===== src/rtl/mem_access.sv =====
// mem_access: MIPS memory-stage data access unit driving an SRAM-like data bus.
// Issues one bus transaction per memop, stalls until completion, extends load data.
module mem_access (
  input  logic        clk,
  input  logic        reset,
  input  logic        in_valid,
  input  logic [3:0]  in_memop,
  input  logic [31:0] in_addr,
  input  logic [31:0] in_wdata,
  input  logic [4:0]  in_writereg,
  input  logic        in_regwrite,
  input  logic        flush,
  output logic        bus_req,
  output logic        bus_wr,
  output logic [1:0]  bus_size,
  output logic [31:0] bus_addr,
  output logic [3:0]  bus_wstrb,
  output logic [31:0] bus_wdata,
  input  logic        bus_addr_ok,
  input  logic        bus_data_ok,
  input  logic [31:0] bus_rdata,
  output logic        stall,
  output logic        out_valid,
  output logic [31:0] out_rd,
  output logic [4:0]  out_writereg,
  output logic        out_regwrite,
  output logic        exc_adel,
  output logic        exc_ades,
  output logic [31:0] exc_badvaddr
);
  typedef enum logic [1:0] {IDLE, REQ, WAIT} state_t;
  state_t state, state_n;
  logic [3:0]  op_q;
  logic [31:0] addr_q, wdata_q;
  logic [4:0]  wreg_q;
  logic        rw_q, discard;
  logic [3:0]  op;
  logic [31:0] a, wd, ld;
  logic [1:0]  size;
  logic [7:0]  b;
  logic [15:0] h;
  logic        idle, is_load, is_store, is_mem, misalign, issue, exc, done, keep;
  assign idle     = state == IDLE;
  assign op       = idle ? in_memop : op_q;
  assign a        = idle ? in_addr : addr_q;
  assign wd       = idle ? in_wdata : wdata_q;
  assign is_load  = op >= 4'd1 && op <= 4'd5;
  assign is_store = op >= 4'd6 && op <= 4'd8;
  assign is_mem   = is_load | is_store;
  assign size     = (op == 4'd1 || op == 4'd2 || op == 4'd6) ? 2'd0 :
                    (op == 4'd3 || op == 4'd4 || op == 4'd7) ? 2'd1 : 2'd2;
  assign misalign = (size == 2'd1 && a[0]) || (size == 2'd2 && a[1:0] != 2'b00);
  assign issue    = idle && in_valid && is_mem && !misalign && !flush;
  assign exc      = idle && in_valid && is_mem && misalign;
  assign done     = state == WAIT && bus_data_ok;
  assign keep     = done && !discard && !flush;
  assign b        = bus_rdata[{addr_q[1:0], 3'b000} +: 8];
  assign h        = bus_rdata[{addr_q[1], 4'b0000} +: 16];
  assign ld       = op_q == 4'd1 ? {{24{b[7]}}, b} :
                    op_q == 4'd2 ? {24'b0, b} :
                    op_q == 4'd3 ? {{16{h[15]}}, h} :
                    op_q == 4'd4 ? {16'b0, h} : bus_rdata;
  always_comb begin
    bus_req      = issue || state == REQ;
    bus_wr       = bus_req && is_store;
    bus_size     = bus_req ? size : 2'd0;
    bus_addr     = a;
    bus_wstrb    = !bus_wr ? 4'b0000 :
                   size == 2'd0 ? 4'b0001 << a[1:0] :
                   size == 2'd1 ? (a[1] ? 4'b1100 : 4'b0011) : 4'b1111;
    bus_wdata    = !bus_wr ? 32'd0 :
                   size == 2'd0 ? {4{wd[7:0]}} :
                   size == 2'd1 ? {2{wd[15:0]}} : wd;
    stall        = issue || state == REQ || (state == WAIT && !bus_data_ok);
    out_valid    = idle ? in_valid && !flush && !issue : keep;
    out_rd       = keep && is_load ? ld : 32'd0;
    out_writereg = idle ? in_writereg : wreg_q;
    out_regwrite = idle ? out_valid && in_regwrite && !is_mem : keep && rw_q && is_load;
    exc_adel     = exc && is_load;
    exc_ades     = exc && is_store;
    exc_badvaddr = exc ? in_addr : 32'd0;
  end
  always_comb begin
    state_n = state;
    case (state)
      IDLE:    state_n = issue ? (bus_addr_ok ? WAIT : REQ) : IDLE;
      REQ:     state_n = bus_addr_ok ? WAIT : REQ;
      default: state_n = bus_data_ok ? IDLE : WAIT;
    endcase
  end
  always_ff @(posedge clk or posedge reset) begin
    if (reset) begin
      state   <= IDLE;
      discard <= 1'b0;
      op_q    <= '0;
      addr_q  <= '0;
      wdata_q <= '0;
      wreg_q  <= '0;
      rw_q    <= 1'b0;
    end else begin
      state <= state_n;
      // A flushed in-flight access must still drain; remember to drop its result
      if (idle || done) discard <= 1'b0;
      else if (flush) discard <= 1'b1;
      if (issue) begin
        op_q    <= in_memop;
        addr_q  <= in_addr;
        wdata_q <= in_wdata;
        wreg_q  <= in_writereg;
        rw_q    <= in_regwrite;
      end
    end
  end
endmodule


===== config.mk =====
export PLATFORM = sky130hd
export DESIGN_NAME = mem_access
export DESIGN_NICKNAME = d
export VERILOG_FILES = /design/src/rtl/mem_access.sv
export SDC_FILE = /design/constraint.sdc
export NUM_CORES = 1
export LEC_CHECK = 0
export ABC_AREA = 1
export BUFFER_PORTS_ARGS = -buffer_cell sky130_fd_sc_hd__buf_2
export CORE_MARGIN = 2
export CORE_UTILIZATION = 45
export DETAILED_ROUTE_END_ITERATION = 7
export PLACE_DENSITY_LB_ADDON = 0.15
export SLEW_MARGIN = 15
export SYNTH_ARGS = -nofsm -noshare
export SYNTH_HDL_FRONTEND = slang
export SYNTH_SLANG_ARGS = --single-unit

===== constraint.sdc =====
create_clock -name clk -period 2.4 [get_ports clk]
set_input_delay 0.12 -clock clk [delete_from_list [all_inputs] [get_ports clk]]
set_output_delay 0.12 -clock clk [all_outputs]
set_load 0.03 [all_outputs]

==> Word level (Yosys, flattened, before mapping) <==
Index checks and enable logic that the tools add are counted.
{ "totals": {"reg_bits": 77, "in_bits": 112, "out_inout_bits": 146} }
{ "classes": {"magnitude_cmp": 4, "n_eq_ne": 14, "shift": 3, "muxes": 28, "bitwise_logic": 1, "n_reduce_logical": 41} }
{ "ops": {"columns": ["operator", "count"], "rows": [
  ["$mux 32", 11],
  ["$shiftx 32x6->16", 1],
  ["$shiftx 32x6->8", 1],
  ["$logic_and 1x1->1", 23],
  ["$mux 4", 5],
  ["$eq 4x2->1 const B", 4],
  ["$eq 4x3->1 const B", 4],
  ["$mux 2", 6],
  ["$eq 4x1->1 const B", 2],
  ["$logic_or 1x1->1", 8],
  ["$logic_not 1->1", 6],
  ["$mux 5", 1],
  ["$eq 2x1->1 const B", 2],
  ["$eq 2x2->1 const B", 2],
  ["$ge 4x1->1 const B", 1],
  ["$ge 4x3->1 const B", 1],
  ["$le 4x3->1 const B", 1],
  ["$le 4x4->1 const B", 1],
  ["$logic_not 2->1", 2],
  ["$mux 1", 4],
  ["$pmux 2 s2", 1],
  ["$reduce_bool 2->1", 2],
  ["$shl 1x2->4 const A", 1],
  ["$or 1x1->1", 1]
]} }

==> Longest topological paths before layout <==
{ "logic_depth": {"depth_word": 19, "mapped_depth": 15, "ltp_nobuf": 14} }

==> Worst setup path after synthesis <==
OpenSTA, ideal clock, no wires.
{ "synth_timing": {"path_type": "register to output", "start": "register state[0]", "end": "output port exc_badvaddr[0]", "t_arrival_ns": 2.453, "t_required_ns": 2.280, "path_slack_ns": -0.173, "path_stages_with_launch": 9, "cell_sequence": "dfrtp_1 nor2_4 buf_6 o21ai_0 inv_1 nand2_1 nand3_1 buf_2 nor2_1"} }
{ "synth_via": {"word_cells_on_any_way": 32, "classes_between": "order compare (4); eq/ne (8); mux (5); bitwise (1); reduce/logical (14)"} }
{ "synth_lines": {"columns": ["item", "line_no", "source"], "rows": [
  ["from (decl)", "32", "state_t state, state_n;"],
  ["from (signal assigned)", "101", "state <= state_n;"],
  ["$logic_not 2->1 (*)", "43", "assign idle = state == IDLE;"],
  ["$mux 32 (*)", "45", "assign a = idle ? in_addr : addr_q;"],
  ["net bus_addr[0]", "16", "output logic [31:0] bus_addr,"],
  ["$reduce_bool 2->1", "52", "assign misalign = (size == 2'd1 && a[0]) || (size == 2'd2 && a[1:0] != 2'b00);"],
  ["$logic_and 1x1->1", "52", null],
  ["$logic_or 1x1->1 (*)", "52", null],
  ["$logic_and 1x1->1 (*)", "54", "assign exc = idle && in_valid && is_mem && misalign;"],
  ["$mux 32 (*)", "81", "exc_badvaddr = exc ? in_addr : 32'd0;"],
  ["to (decl)", "29", "output logic [31:0] exc_badvaddr"]
]} }
The timed path passes the listed nets; every way through them passes the cells marked *.

==> Final worst setup path <==
{ "layout_timing": {"start": "register state[0]", "end": "output port bus_wdata[8]"} }
{ "layout_via": {"elab_chain_len": 16, "word_cells_on_any_way": 41, "classes_between": "order compare (4); eq/ne (9); mux (8); bitwise (1); reduce/logical (19)"} }
{ "layout_rtl": {"columns": ["item", "line_no", "source"], "rows": [
  ["$logic_not 2->1", "43", null],
  ["$mux 4", "44", "assign op = idle ? in_memop : op_q;"],
  ["$eq 4x2->1 / $eq 4x3->1 (equally long branches)", "51", "(op == 4'd3 || op == 4'd4 || op == 4'd7) ? 2'd1 : 2'd2;"],
  ["$logic_or 1x1->1 (2 in a row)", "51", null],
  ["$mux 2", "51", null],
  ["$mux 2", "50", "assign size = (op == 4'd1 || op == 4'd2 || op == 4'd6) ? 2'd0 :"],
  ["$eq 2x1->1 / $eq 2x2->1 (equally long branches)", "52", null],
  ["$logic_and 1x1->1", "52", null],
  ["$logic_or 1x1->1", "52", null],
  ["$logic_not 1->1", "53", "assign issue = idle && in_valid && is_mem && !misalign && !flush;"],
  ["$logic_and 1x1->1 (2 in a row)", "53", null],
  ["$logic_or 1x1->1", "64", "bus_req = issue || state == REQ;"],
  ["$logic_and 1x1->1", "65", "bus_wr = bus_req && is_store;"],
  ["$mux 32 (*)", "71", "bus_wdata = !bus_wr ? 32'd0 :"],
  ["to (decl)", "18", "output logic [31:0] bus_wdata,"]
]} }
Every way passes the cells marked *; elsewhere a longest branch is shown, timed or not.

==> flow_metrics.tcl <==
set metrics [dict create \
    wl_per_cell_microns 14.9 \
    max_freq_ghz 0.384 \
    critPathLaunchType "register" \
    syn_inst 896 \
    dp_slack_ps 11.0 \
    dp.cells 1298 \
    final_cells 1352 \
    synth_cell_types 31 \
    critPathCaptureType "output pin" \
    p_leak_nw 4.75 \
    diodes 0 \
    antenna_found_initial 0 \
    seqPwrFrac 0.178 \
    cp_data_required_time_ps 2280 \
    yosysWarnings 0 \
    r2r_setup_slack_ps -100 \
    fin_ws_ps -206 \
    drive_above_1_share 0.442 \
    routed_wl_mm 20.1 \
    hold-worst-slack_ps 32.1 \
    grt_pass1_wl_mm 30.2 \
    grt_util_met3 0.0591 \
    swShare 0.531 \
    cts.sinks 77 \
    r2r-end "addr_q[1]" \
    ys_ff_latch 77 \
    clock_latency_ps 340 \
    fin_crit_ps 2610 \
    die_w_microns 118 \
    setup_tns_ps -14360 \
    io_buffers 257 \
    p_comb_frac 0.711 \
    r2r-start "state[0]" \
    critPathMaxFanout 9 \
    drt.antenna.violating_nets 0 \
    finClkSkew_ps 7.98 \
    drv_slew 0 \
    startpoint "state[0]" \
    cts_root_buffer "clkbuf_16" \
    critPathCapture "bus_wdata[8]" \
    gr-max-usage-layer "met2" \
    rsz0062_at_grt "yes" \
    failed_checks "negative setup slack" \
    die_h_microns 118 \
    area_growth_pct 58.6 \
    dr.pass1.iters 7 \
    clock_power_share 0.111 \
    status "finished, violations left" \
    critPathArrivalTime_ps 2490 \
    slew_headroom 0.537 \
    setup_viol 168 \
    postSynthNetCount 1008 \
    grt_remaining_overflow 0 \
    worstMarginPinSlew_ps 693 \
    fp.dieArea_sq_um 13800 \
    p_per_area_nw_per_um2 1350 \
    hold_viol_final 0 \
    grt_max_degree 149 \
    crit_type "reg2out" \
    viasPerCell 5.13 \
    maxCapViolCount 0 \
    tritoncts "yes" \
    clkSlewWorstSetupHoldPaths_ps 60 \
    syn_area_sq_um 5810 \
    drc_errors 0 \
    synth.avg_cell_area_sq_um 6.48 \
    clockBufferDepth 2 \
    ff2ff_path_depth 14 \
    hp-class "in2reg" \
    max-vdd-ir-drop_mv 0.817 \
    dp_hpwl_mm 12.5 \
    io_pins 258 \
    fin_util 0.730 \
    layout_common_cells "231 x nand2_1, 152 x buf_2, 107 x o21ai_0, 98 x inv_1, 80 x buf_4" \
    cts_made_buffers 9 \
    core_area_sq_um 12600 \
    grt_pass1_vias 6109 \
    htree_levels 3 \
    grt.total_usage 0.264 \
    first_iter_violations 587 \
    final_common_cell "nand2_1" \
    gp_congestion 0.915 \
    met2_usage 0.448 \
    vias 6929 \
    start_util 0.460 \
    rows 41 \
    met1_usage 0.341 \
    nets 1288 \
    ys_seq_area_frac 0.332 \
    fillCellCount 1006 \
    post-route-period-util 1.09 \
    p_sw_w 0.00663 \
    p_int_w 0.00586 \
]
## worst min-delay path by stage
| stage | start | endpoint | slack (ps) | cells after the start |
|---|---|---|---|---|
| 2_1_floorplan | bus_addr_ok | state[0] | 190 | 1 |
| 3_3_place_gp | reset | wreg_q[2] | 260 | 2 |
| 3_5_place_dp | reset | wreg_q[2] | 260 | 2 |
| 4_1_cts | in_writereg[3] | wreg_q[3] | 20 | 3 |
| 5_1_grt | in_wdata[7] | wdata_q[7] | 50 | 3 |
| 6_report | in_writereg[3] | wreg_q[3] | 30 | 3 |
## synth_stat cells
cell type | instances | area (sq um)
dfrtp_1 | 77 | 1930
nor2_4 | 3 | 33.8
o21ai_2 | 47 | 412
buf_2 | 12 | 60.1
buf_6 | 17 | 191
buf_1 | 2 | 7.51
or2_2 | 7 | 43.8
nand4_1 | 1 | 6.26
inv_2 | 2 | 7.51
nand3_1 | 4 | 20.0
nor2_2 | 1 | 6.26
o211ai_1 | 6 | 45.0
nor4_1 | 1 | 6.26
nor3_2 | 2 | 20.0
o21a_1 | 9 | 67.6
nand3_2 | 1 | 10.0
nand2_2 | 6 | 37.5
o21ai_1 | 12 | 60.1
a211oi_1 | 1 | 7.51
nand2_1 | 249 | 935
a21oi_1 | 47 | 235
inv_1 | 108 | 405
nor2_1 | 134 | 503
o22ai_1 | 4 | 25.0
nand3_4 | 1 | 17.5
nor3_1 | 1 | 5.00
buf_4 | 3 | 22.5
clkbuf_1 | 17 | 63.8
clkinv_1 | 2 | 7.51
o21ai_0 | 115 | 576
nand2_4 | 4 | 45.0
## worst max-delay path, stage by stage (launching register included)
cell and delay, ps:
dfrtp_2 450, nor2_4 170, buf_12 130, nand2_1 60
o21ai_2 110, nand3_4 130, nand2_4 120, nor2_4 50
nor2_4 140, nand3_4 140, nand2_8 200, nand2_8 120
nor2_1 130, buf_4 180
## per-stage QoR
| step | area (sq um) | total power (W) |
|---|---|---|
| floorplan | 5810 | 0.00719 |
| global placement | 7180 | 0.00872 |
| detailed placement | 7180 | 0.00876 |
| CTS | 8230 | 0.0112 |
| global route | 9220 | 0.0133 |
| finish | 9220 | 0.0125 |
## metal layers
| metal | wire length, microns | up-vias |
|---|---|---|
| met3 | 1510 | 33 |
| met1 | 8230 | 3205 |
| met2 | 9990 | 298 |
| met5 | 0 | - |
| li1 | - | 3393 |
| met4 | 374 | 0 |
## state kept, by name (all words and copies together) (netlist names)
| signal | flops |
|---|---|
| op_q | 4 |
| wdata_q | 32 |
| rw_q | 1 |
| discard | 1 |
| addr_q | 32 |
| wreg_q | 5 |
| state | 2 |
## kinds of logic (layout without fill, tap and decap cells)
| family | count (synthesis) | in the layout | synth area share |
|---|---|---|---|
| AOI/OAI and AO/OA | 241 | 241 | 0.246 |
| DFF | 77 | 77 | 0.332 |
| buffers and inverters | 163 | 443 | 0.132 |
| and+or+nand+nor | 415 | 419 | 0.291 |
## repair_timing
item,4_1_cts,5_1_grt
cloned,5,4
pin swaps,9,20
setup buffers,13,15
hold buffers,2,0
setup endpoints to repair,108,183
hold endpoints to repair,40,0
gates resized for setup,175,252
## power by group through the flow
stage	registers [W]	clock network [W]	logic (W)
final	0.00222	0.00138	0.00888
after global routing	0.00228	0.00147	0.00957
after CTS	0.00219	0.00142	0.00756
after detailed placement	0.00220	0	0.00656
after global placement	0.00219	0	0.00654
after floorplan	0.00213	0	0.00507
## final cells by class
type                       instances  area, sq um  share of cell area
sequential                        77         1930               0.210
tap                              172          215              0.0234
timing repair buffer             316         2450               0.266
multi-input combinational        660         3880               0.421
clock buffer                      11          253              0.0274
inverter                         112          442              0.0479
clock inverter                     4         47.5             0.00516
No activity file was read; power rests on OpenSTA's default activity.
